==> src/rtl/sr_latch_bank.sv <==
`default_nettype none
// +--------------------------------------------------------------------------+
// | sr_latch_bank                                                            |
// | Clocked bank of WIDTH set/reset channels with load, change flags and a  |
// | saturating change counter.                                               |
// | Revision: 1.0                                                            |
// +--------------------------------------------------------------------------+
module sr_latch_bank #(
   parameter int               WIDTH       = 8,
   parameter int               MODE        = 0,
   parameter logic [WIDTH-1:0] RESET_VALUE = '0,
   parameter int               CNT_W       = 8
) (
   input  logic             clk,
   input  logic             rst,
   input  logic             c,
   input  logic [WIDTH-1:0] s,
   input  logic [WIDTH-1:0] r,
   input  logic             ld,
   input  logic [WIDTH-1:0] d,
   input  logic             clr_cnt,
   output logic [WIDTH-1:0] q,
   output logic [WIDTH-1:0] qn,
   output logic [WIDTH-1:0] chg,
   output logic [WIDTH-1:0] sticky,
   output logic             conflict,
   output logic [CNT_W-1:0] cnt
);

   localparam logic [CNT_W-1:0] CNT_MAX = '1;
   localparam logic [CNT_W-1:0] CNT_ONE = CNT_W'(1);

   logic [WIDTH-1:0] q_q, q_d;
   logic [WIDTH-1:0] chg_q, chg_d;
   logic [WIDTH-1:0] sticky_q, sticky_d;
   logic             conflict_q, conflict_d;
   logic [CNT_W-1:0] cnt_q, cnt_d;

   logic [WIDTH-1:0] set_only, rst_only, both, sr_q;
   logic             any_chg;

   always_comb begin
      set_only   = s & ~r;
      rst_only   = r & ~s;
      both       = s & r;
      sr_q       = (q_q | set_only) & ~rst_only;
      q_d        = q_q;
      conflict_d = 1'b0;

      // Exclusive set/reset are resolved first; simultaneous s&r follows MODE.
      if (ld) begin
         q_d = d;
      end else if (c) begin
         case (MODE)
            0:       q_d = sr_q & ~both;
            1:       q_d = sr_q | both;
            2:       q_d = sr_q ^ both;
            default: q_d = sr_q;
         endcase
         conflict_d = |both;
      end

      chg_d    = q_d ^ q_q;
      any_chg  = |chg_d;
      sticky_d = clr_cnt ? chg_d : (sticky_q | chg_d);

      cnt_d = cnt_q;
      if (clr_cnt) begin
         cnt_d = any_chg ? CNT_ONE : '0;
      end else if (any_chg && (cnt_q != CNT_MAX)) begin
         cnt_d = cnt_q + CNT_ONE;
      end
   end

   always_ff @(posedge clk) begin
      if (rst) begin
         q_q        <= RESET_VALUE;
         chg_q      <= '0;
         sticky_q   <= '0;
         conflict_q <= 1'b0;
         cnt_q      <= '0;
      end else begin
         q_q        <= q_d;
         chg_q      <= chg_d;
         sticky_q   <= sticky_d;
         conflict_q <= conflict_d;
         cnt_q      <= cnt_d;
      end
   end

   assign q        = q_q;
   assign qn       = ~q_q;
   assign chg      = chg_q;
   assign sticky   = sticky_q;
   assign conflict = conflict_q;
   assign cnt      = cnt_q;

endmodule
`default_nettype wire

==> config.mk <==
export PLATFORM = sky130hd
export DESIGN_NAME = sr_latch_bank
export DESIGN_NICKNAME = d
export VERILOG_FILES = /design/src/rtl/sr_latch_bank.sv
export SDC_FILE = /design/constraint.sdc
export NUM_CORES = 1
export LEC_CHECK = 0
export ABC_AREA = 1
export CORE_MARGIN = 2
export CORE_UTILIZATION = 38
export DETAILED_ROUTE_END_ITERATION = 8
export PLACE_DENSITY = 0.72
export SETUP_SLACK_MARGIN = 0.15
export SLEW_MARGIN = 20
export SYNTH_ARGS = -nofsm -noshare
export SYNTH_HDL_FRONTEND = slang
export SYNTH_SLANG_ARGS = --single-unit
==> constraint.sdc <==
create_clock -name clk -period 2 [get_ports clk]
set_input_delay 0.5 -clock clk [delete_from_list [all_inputs] [get_ports clk]]
set_output_delay 0.5 -clock clk [all_outputs]
set_load 0.01 [all_outputs]
==> results.json, run 1 <==
{
  "firstDrtPassIters": 4,
  "critical_path_class": "reg2out",
  "antenna_cells": 0,
  "fin_crit_ns": 1.79,
  "worstPathRequired_ns": 1.50,
  "cts_buffers": 5,
  "dieArea_sq_mm": 0.00506,
  "synth_flop_cell": "dfxtp_1",
  "final-max-slew-violation-count": 0,
  "multi_input_area_sq_um": 888,
  "clock.fmax_mhz": 559,
  "die_h_um": 71.1,
  "grt_util_met1": 0.228,
  "tightest_slew_ns": 0.290,
  "synth_edf_count": 0,
  "avgSynthCellArea_sq_um": 7.45,
  "synthToLayoutAreaGrowth_pct": 54.6,
  "grt_setup_unrepaired": "false",
  "grt_overflow": 0,
  "yosysWarningCount": 0,
  "die_x_um": 71.1,
  "grt.met3_usage": 0.0684,
  "place_congestion": 0.780,
  "htree_levels": 2,
  "drc": 0,
  "setup_viol": 0,
  "drv_cap": 0,
  "syn_area_sq_mm": 0.00171,
  "yosysTopAreaCell": "dfxtp_1",
  "crit_path_max_fanout": 3,
  "layout.nets": 348,
  "vias": 1778,
  "grt_usage": 0.184,
  "avgViaCountPerCell": 4.81,
  "hold_class": "reg2reg",
  "worstHoldStart": "sticky[7]",
  "grt_pass1_wl_um": 7230,
  "top_usage_layer": "met2",
  "nFillCells": 392,
  "cts_tree": "yes",
  "final-seq-area_sq_um": 662,
  "arrival_ns": 1.29,
  "final_cells": 370,
  "hpwl_um": 3280,
  "synth_commonest_cells": "nand2_1, dfxtp_1, nor2_1",
  "finalPower_mw": 1.72,
  "hold_viol": 0,
  "postSynthCellCount": 230,
  "grt_antenna_before_repair": 0,
  "timing.rr.end": "cnt[7]",
  "postRouteAntennaNets": 0,
  "io_pins": 70,
  "holdWs_ns": 0.464,
  "r2r_start": "cnt[0]",
  "startpoint_type": "register",
  "finalClockSkew_ns": 0.00461,
  "holdPathStages": 2,
  "drt_wl_total_um": 4300,
  "clk_pin_slew_ns": 0.06,
  "irDropWorstVdd_v": 0.000251,
  "rrSetupSlack_ns": 0.34,
  "drt_iter0_markers": 61,
  "p_leak_nw": 1.20,
  "status": "finished clean",
  "hold_end": "sticky[7]",
  "cts.path.max_buffers": 2,
  "critPathCaptureType": "output pin",
  "design_area_sq_mm": 0.00265,
  "synth.most_common_cell": "nand2_1",
  "synthTopCellsByArea": "dfxtp_1, nand3_2, nand2_1, nor2_1, nand2_2",
  "grt_pass1_vias": 1672,
  "dpl_cell_area_sq_mm": 0.00253,
  "reg2reg_depth": 8,
  "fin_crit_sh": 0.894,
  "grt_max_degree": 13,
  "drive_gt1_frac": 0.233,
  "place_inst": 360,
  "cellPowerDensity_mw_per_mm2": 651,
  "routedWlPerCell_um": 11.6,
  "cp-startpoint": "q[7]",
  "syn_nets": 260,
  "max-slew-margin-rel": 0.805,
  "synthArstFlopShare": 0,
  "root_buffer": "clkbuf_8",
  "grt_use_met2": 0.281,
  "cts_setup_buffers": 0,
  "coreArea_sq_mm": 0.00435,
  "yosysSeqAreaShare": 0.386,
  "rows": 24,
  "synth_top_area_frac": 0.386,
  "start_util": 0.393,
  "clk-insertion-delay-late_ns": 0.28,
  "yosysUniqueCellTypes": 25,
  "ys_seq_elements": 33,
  "clock-sinks": 33,
  "portBuffers": 69
}
[worst max path at each step]
stage | endpoint | slack (ns) | cells after the start
floorplan | cnt[3] | 0.35 | 14
global placement | cnt[4] | -0.21 | 13
detailed placement | cnt[7] | -0.25 | 13
CTS | qn[4] | 0.19 | 2
global route | qn[7] | 0.16 | 2
finish | qn[7] | 0.21 | 2
[report_power, final]
part	switching [mW]	internal, mW	total (mW)
registers	0.0327	0.711	0.744
logic	0.214	0.258	0.472
clock network	0.235	0.273	0.508
[critical path: stages (launching register included)]
cell and delay [ns]:
dfxtp_1 0.33, inv_1 0.12, clkdlybuf4s50_1 0.56
[cell type report]
class	count	area share
Timing Repair Buffer	88	0.317
Clock buffer	7	0.0326
Inverter	26	0.0378
Multi-Input combinational cell	163	0.335
Tap cell	52	0.0246
Sequential cell	33	0.250
Timing Repair inverter	1	0.00283
[metal layers]
metal / routed length [um] / part of all wire
met1: 1890 / 0.44
met2: 1980 / 0.46
met3: 309 / 0.072
met4: 117 / 0.027
met5: 0 / 0
[placed cells by master, fill, tap and decap left out, types with 6 or more instances in the layout]
| master | instances |
|---|---|
| nand3_2 | 18 |
| inv_1 | 25 |
| clkbuf_8 | 6 |
| clkdlybuf4s50_1 | 64 |
| nand2_2 | 18 |
| o21ai_0 | 8 |
| buf_4 | 16 |
| dfxtp_1 | 32 |
| nand3_1 | 17 |
| nor2_1 | 33 |
| nand2_1 | 47 |
[flip-flops by register name, summed over array words and instances (netlist names)]
name	cells
chg	8
cnt	8
conflict	1
q	8
sticky	8
[cells by family (layout without fill, tap and decap cells)]
kind of cell             after synthesis  count (layout)  share of synthesized area
AND/OR/NAND/NOR                      146             146                      0.454
buffers and inverters                 34             122                     0.0957
flip-flops                            33              33                      0.386
AO/OA/AOI/OAI                         16              16                     0.0570
adder cells (fa/ha/maj)                1               1                    0.00730
[per-stage QoR]
stage               setup TNS [ns]  setup slack [ns]   util
floorplan                        0             0.346      -
global placement             -1.52            -0.207  0.581
detailed placement           -1.80            -0.249  0.581
CTS                              0             0.185  0.607
global route                     0             0.158  0.608
finish                           0             0.211  0.608
[what timing repair did]
| item | in CTS | in global routing |
|---|---|---|
| cloned | 3 | 0 |
| setup endpoints to repair | 8 | 11 |
| hold buffers | 0 | 0 |
| pin swaps | 0 | 0 |
| gates resized for setup | 6 | 6 |
No activity file was read; power rests on OpenSTA's default activity.
==> inputs of run 2 (changes only) <==
--- a/config.mk
+++ b/config.mk
@@ -9,7 +9,9 @@
 export CORE_MARGIN = 2
 export CORE_UTILIZATION = 38
 export DETAILED_ROUTE_END_ITERATION = 8
+export GPL_TIMING_DRIVEN = 0
 export PLACE_DENSITY = 0.72
+export RECOVER_POWER = 25
 export SETUP_SLACK_MARGIN = 0.15
 export SLEW_MARGIN = 20
 export SYNTH_ARGS = -nofsm -noshare
==> run 2 against run 1 <==
  * Via count is 5.3% lower
  * Global-route usage shrank 0.82 points
  * Sequential power hardly changed
  * Final cell count is 3.5% lower
  * Sequential cell count did not move
  * Routed wire length decreased by 5.6%
  * Count of clock-buffer cells in the layout unchanged
  * Sequential share of layout area increased by 0.77 points
  * Highest routed layer unchanged
==> results.json, run 2 (synthesis results as in run 1) <==
{
  "status": "finished clean",
  "grt_pass1_vias": 1553,
  "dp_slack_ns": -0.330,
  "final_common_cell": "clkdlybuf4s50_1",
  "final-max-slew-violation-count": 0,
  "routedWlPerCell_um": 11.4,
  "design_area_sq_mm": 0.00256,
  "hold_class": "reg2reg",
  "grt_use_met2": 0.281,
  "grt_setup_unrepaired": "false",
  "drc": 0,
  "setup_slack_ns": 0.209,
  "cts_tree": "yes",
  "tightest_slew_ns": 0.495,
  "hpwl_um": 3210,
  "hold_viol": 0,
  "crit_path_max_fanout": 4,
  "drt_iter0_markers": 71,
  "die_h_um": 71.1,
  "drv_cap": 0,
  "dieArea_sq_mm": 0.00506,
  "io_pins": 70,
  "grt_pass1_wl_um": 6990,
  "clock-sinks": 33,
  "fin_crit_ns": 1.79,
  "cts_buffers": 5,
  "hold_buffers": 0,
  "grt_overflow": 0,
  "drt_wl_total_um": 4060,
  "p_leak_nw": 1.15,
  "avgViaCountPerCell": 4.72,
  "antenna_cells": 0,
  "finalClockSkew_ns": 0.00286,
  "startpoint_type": "register",
  "mostFrequentLayoutCells": "clkdlybuf4s50_1, nand2_1, nor2_1, dfxtp_1, inv_1",
  "synthToLayoutAreaGrowth_pct": 49.7,
  "top_usage_layer": "met2",
  "max-slew-margin-rel": 0.670,
  "clk-insertion-delay-late_ns": 0.29,
  "arrival_ns": 1.29,
  "critical_path_class": "reg2out",
  "htree_levels": 2,
  "rows": 24,
  "worstPathRequired_ns": 1.50,
  "start_util": 0.393,
  "fin_crit_sh": 0.896,
  "grt_antenna_before_repair": 0,
  "critPathCaptureType": "output pin",
  "irDropWorstVdd_v": 0.000335,
  "coreArea_sq_mm": 0.00435,
  "grt_usage": 0.175,
  "root_buffer": "clkbuf_8",
  "firstDrtPassIters": 4,
  "portBuffers": 67,
  "grt.met3_usage": 0.0641,
  "grt_util_met1": 0.219,
  "cts.path.max_buffers": 2,
  "postRouteAntennaNets": 0,
  "nFillCells": 416,
  "clk_pin_slew_ns": 0.07,
  "dpl_cell_area_sq_mm": 0.00245,
  "die_x_um": 71.1,
  "vias": 1684,
  "clock.fmax_mhz": 558,
  "layout.nets": 334,
  "place_congestion": 0.791,
  "grt_max_degree": 11,
  "setup_viol": 0,
  "cellPowerDensity_mw_per_mm2": 673,
  "drive_gt1_frac": 0.200
}
-- run 2: changes by cell type in the layout (fill, tap and decap cells not counted), sizes merged --
cell / before / now
clkinvlp: 1 / 0
clkbuf: 8 / 12
dlygate4sd3: 0 / 3
dlygate4sd2: 1 / 0
clkdlybuf4s50: 64 / 60
clkinv: 0 / 1
buf: 19 / 4
-- run 2: metal layers --
| layer | up-vias | share of wire |
|---|---|---|
| li1 | 880 | - |
| met1 | 742 | 0.46 |
| met2 | 54 | 0.45 |
| met3 | 8 | 0.075 |
| met4 | 0 | 0.014 |
| met5 | - | 0 |
-- run 2: metrics by stage --
stage               hold slack [ns]  std cells  utilization  TNS (ns)  power [mW]
global route                  0.478        357        0.589         0        1.82
detailed placement            0.448        349        0.562     -2.49        1.19
global placement              0.442        349        0.562     -2.26        1.19
CTS                           0.464        357        0.585         0        1.75
finish                        0.460        357        0.589         0        1.73
floorplan                     0.490        230            -         0       0.969
-- run 2: area by class of cell --
type	count	area, sq um	area share
buffer	8	66.3	0.0259
clock buffer	7	96.3	0.0376
clock inverter	1	5.00	0.00195
inverter	26	97.6	0.0380
multi-input combinational	163	901	0.351
sequential	33	661	0.258
tap	52	65.1	0.0254
timing repair buffer	67	673	0.262
-- run 2: worst max-delay path, stage by stage, from the launching register on --
cell	delay (ns)
dfxtp_1	0.35
inv_1	0.12
clkdlybuf4s50_1	0.54
-- run 2: final timing paths --
check,depth (start not counted),slack [ns],start,end
worst min register to register,2,0.46,sticky[1],sticky[1]
worst max-delay path,2,0.21,q[3],qn[3]
worst max register to register,8,0.33,cnt[0],cnt[7]
worst min-delay path,2,0.46,sticky[1],sticky[1]
-- run 2: power by group --
part | switching [mW] | internal [mW]
sequential | 0.0308 | 0.711
clock | 0.247 | 0.311
combinational | 0.203 | 0.223
-- run 2: timing repair --
action,CTS,global route
buffers inserted,0,0
resized for setup,1,10
pin swaps,0,0
cloned,0,0
setup endpoints to repair,8,9
==> inputs of run 3 (changes only) <==
--- a/config.mk
+++ b/config.mk
@@ -10,7 +10,7 @@
 export CORE_UTILIZATION = 38
 export DETAILED_ROUTE_END_ITERATION = 8
 export GPL_TIMING_DRIVEN = 0
-export PLACE_DENSITY = 0.72
+export PLACE_DENSITY = 0.75
 export RECOVER_POWER = 25
 export SETUP_SLACK_MARGIN = 0.15
 export SLEW_MARGIN = 20
==> constraint.sdc (replaced) <==
create_clock -name clk -period 1.6 [get_ports clk]
set_input_delay 0.4 -clock clk [delete_from_list [all_inputs] [get_ports clk]]
set_output_delay 0.4 -clock clk [all_outputs]
set_load 0.02 [all_outputs]
==> run 3 against run 2 <==
  * Routed wire length up 27%
  * Clock skew barely moved
  * Register-to-register slack worse by 0.20 ns
  * Sequential power increased by 26%
  * Critical path depth is 12 higher
  * First-iteration DRC count decreased by 11%
  * Sequential cell count did not move
  * Clock power increased by 28%
  * Worst hold slack gained 0.0012 ns
  * Combinational power increased by 65%
  * Final cell count increased by 6.4%
  * Via count increased by 12%
==> results.json, run 3 (synthesis results as in run 1) <==
{
  "max-slew-margin-rel": 0.676,
  "grt_antenna_before_repair": 0,
  "grt_max_degree": 11,
  "grt_setup_unrepaired": "true",
  "cp_top_family": "simple AND/OR/NAND/NOR gates",
  "vias": 1881,
  "final_cells": 380,
  "setup_tns_ns": 0,
  "cts_buffers": 5,
  "post-route-util": 0.695,
  "cts.path.max_buffers": 2,
  "dp_slack_ns": -0.668,
  "hold_class": "reg2reg",
  "setup_viol": 0,
  "grt_pass1_wl_um": 7590,
  "htree_levels": 2,
  "crit_path_max_fanout": 6,
  "fin_crit_sh": 0.923,
  "finalPower_mw": 2.35,
  "fin_crit_ns": 1.48,
  "status": "finished clean",
  "cellPowerDensity_mw_per_mm2": 777,
  "die_h_um": 71.1,
  "place_congestion": 0.782,
  "critical_path_class": "in2reg",
  "worstPathRequired_ns": 1.78,
  "drive_gt1_frac": 0.433,
  "cts_tree": "yes",
  "place_inst": 349,
  "die_x_um": 71.1,
  "synthToLayoutAreaGrowth_pct": 76.7,
  "layout.nets": 357,
  "firstDrtPassIters": 5,
  "rrSetupSlack_ns": 0.13,
  "drt_wl_total_um": 5170,
  "tightest_slew_ns": 0.486,
  "final-max-slew-violation-count": 0,
  "io_pins": 70,
  "drv_cap": 0,
  "route.met3.wl_um": 321,
  "startpoint_type": "primary input",
  "hold_buffers": 0,
  "clock-sinks": 33,
  "portBuffers": 67,
  "finalClockSkew_ns": 0.00285,
  "cp_num_buf_inv": 3,
  "postRouteAntennaNets": 0,
  "clock.fmax_mhz": 677,
  "grt_pass1_vias": 1697,
  "critPathCaptureType": "register",
  "holdWs_ns": 0.461,
  "clk-insertion-delay-late_ns": 0.29,
  "routedWlPerCell_um": 13.6,
  "max_stage_delay_ns": 0.15,
  "drc": 0,
  "crit_chain": "buf_12, clkinv_8, clkbuf_16, nand3_2, nand3_2, nand2_1, nand2_4, nand2_4, nor2_4, nand2_4, nand3_2, nand2_1, nand2_1, nor2_2",
  "start_util": 0.393,
  "dpl_cell_area_sq_mm": 0.00250,
  "avgViaCountPerCell": 4.95,
  "m1WireLength_um": 2170,
  "hpwl_um": 3270,
  "rows": 24,
  "design_area_sq_mm": 0.00303,
  "grt_overflow": 0,
  "final_common_cell": "dlygate4sd2_1",
  "irDropWorstVdd_v": 0.000338,
  "root_buffer": "clkbuf_8",
  "coreArea_sq_mm": 0.00435,
  "setup_slack_ns": 0.124,
  "dieArea_sq_mm": 0.00506,
  "mostFrequentLayoutCells": "dlygate4sd2_1, nand2_1, nand2_2",
  "clk_pin_slew_ns": 0.07,
  "p_leak_nw": 1.56,
  "dr.max_layer_used": "met4",
  "hold_viol": 0,
  "grt_usage": 0.189,
  "cpMaxStageDelayCell": "nor2_4",
  "antenna_cells": 0,
  "drt_iter0_markers": 63,
  "wl_met2_um": 2620,
  "arrival_ns": 1.66
}
[run 3: cell count changes in the layout (fill, tap and decap cells not counted), moves of 12 or more]
cell and delta:
nand2_1 -20, nand3_1 -12, clkdlybuf4s50_1 -59, dlygate4sd2_1 +44, buf_4 +19, nand2_2 +14
[run 3: path summary, 6_finish.rpt]
check                                from   endpoint  cells past startpoint
worst max-delay path                   ld     cnt[3]                     14
worst min register to register  sticky[6]  sticky[6]                      2
worst max register to register     cnt[0]     cnt[3]                      8
worst min-delay path            sticky[6]  sticky[6]                      2
[run 3: area by class of cell]
| class | instances | area (sq um) |
|---|---|---|
| Fill cell | 360 | 1330 |
| Multi-Input combinational cell | 164 | 1140 |
| Timing Repair Buffer | 89 | 837 |
| Sequential cell | 33 | 679 |
| Inverter | 26 | 110 |
| Clock buffer | 7 | 96.3 |
| Buffer | 8 | 90.1 |
| Tap cell | 52 | 65.1 |
| Clock inverter | 1 | 5.00 |
[run 3: timing repair]
item	in CTS	in global routing
gates cloned	1	2
resized for setup	78	84
pin swaps	14	39
buffers inserted	10	10
setup endpoints to repair	62	21
[run 3: worst register-to-register path, stage by stage (launching register included)]
cell and delay (ns):
dfxtp_4 0.39, ha_4 0.15, nand2_4 0.06, nor3_4 0.25, nand3_4 0.20, nand3_2 0.14, nand2_1 0.07, nand2_1 0.08
nor2_2 0.03
[run 3: power by group]
| group | total, mW | internal, mW | switching (mW) |
|---|---|---|---|
| sequential | 0.935 | 0.891 | 0.0442 |
| clock | 0.713 | 0.389 | 0.323 |
| combinational | 0.703 | 0.315 | 0.389 |
[run 3: layer usage]
metal  vias up  GRT usage
li1        924          -
met1       886      0.242
met2        63      0.314
met3         8     0.0541
met4         0     0.0440
met5         -          0
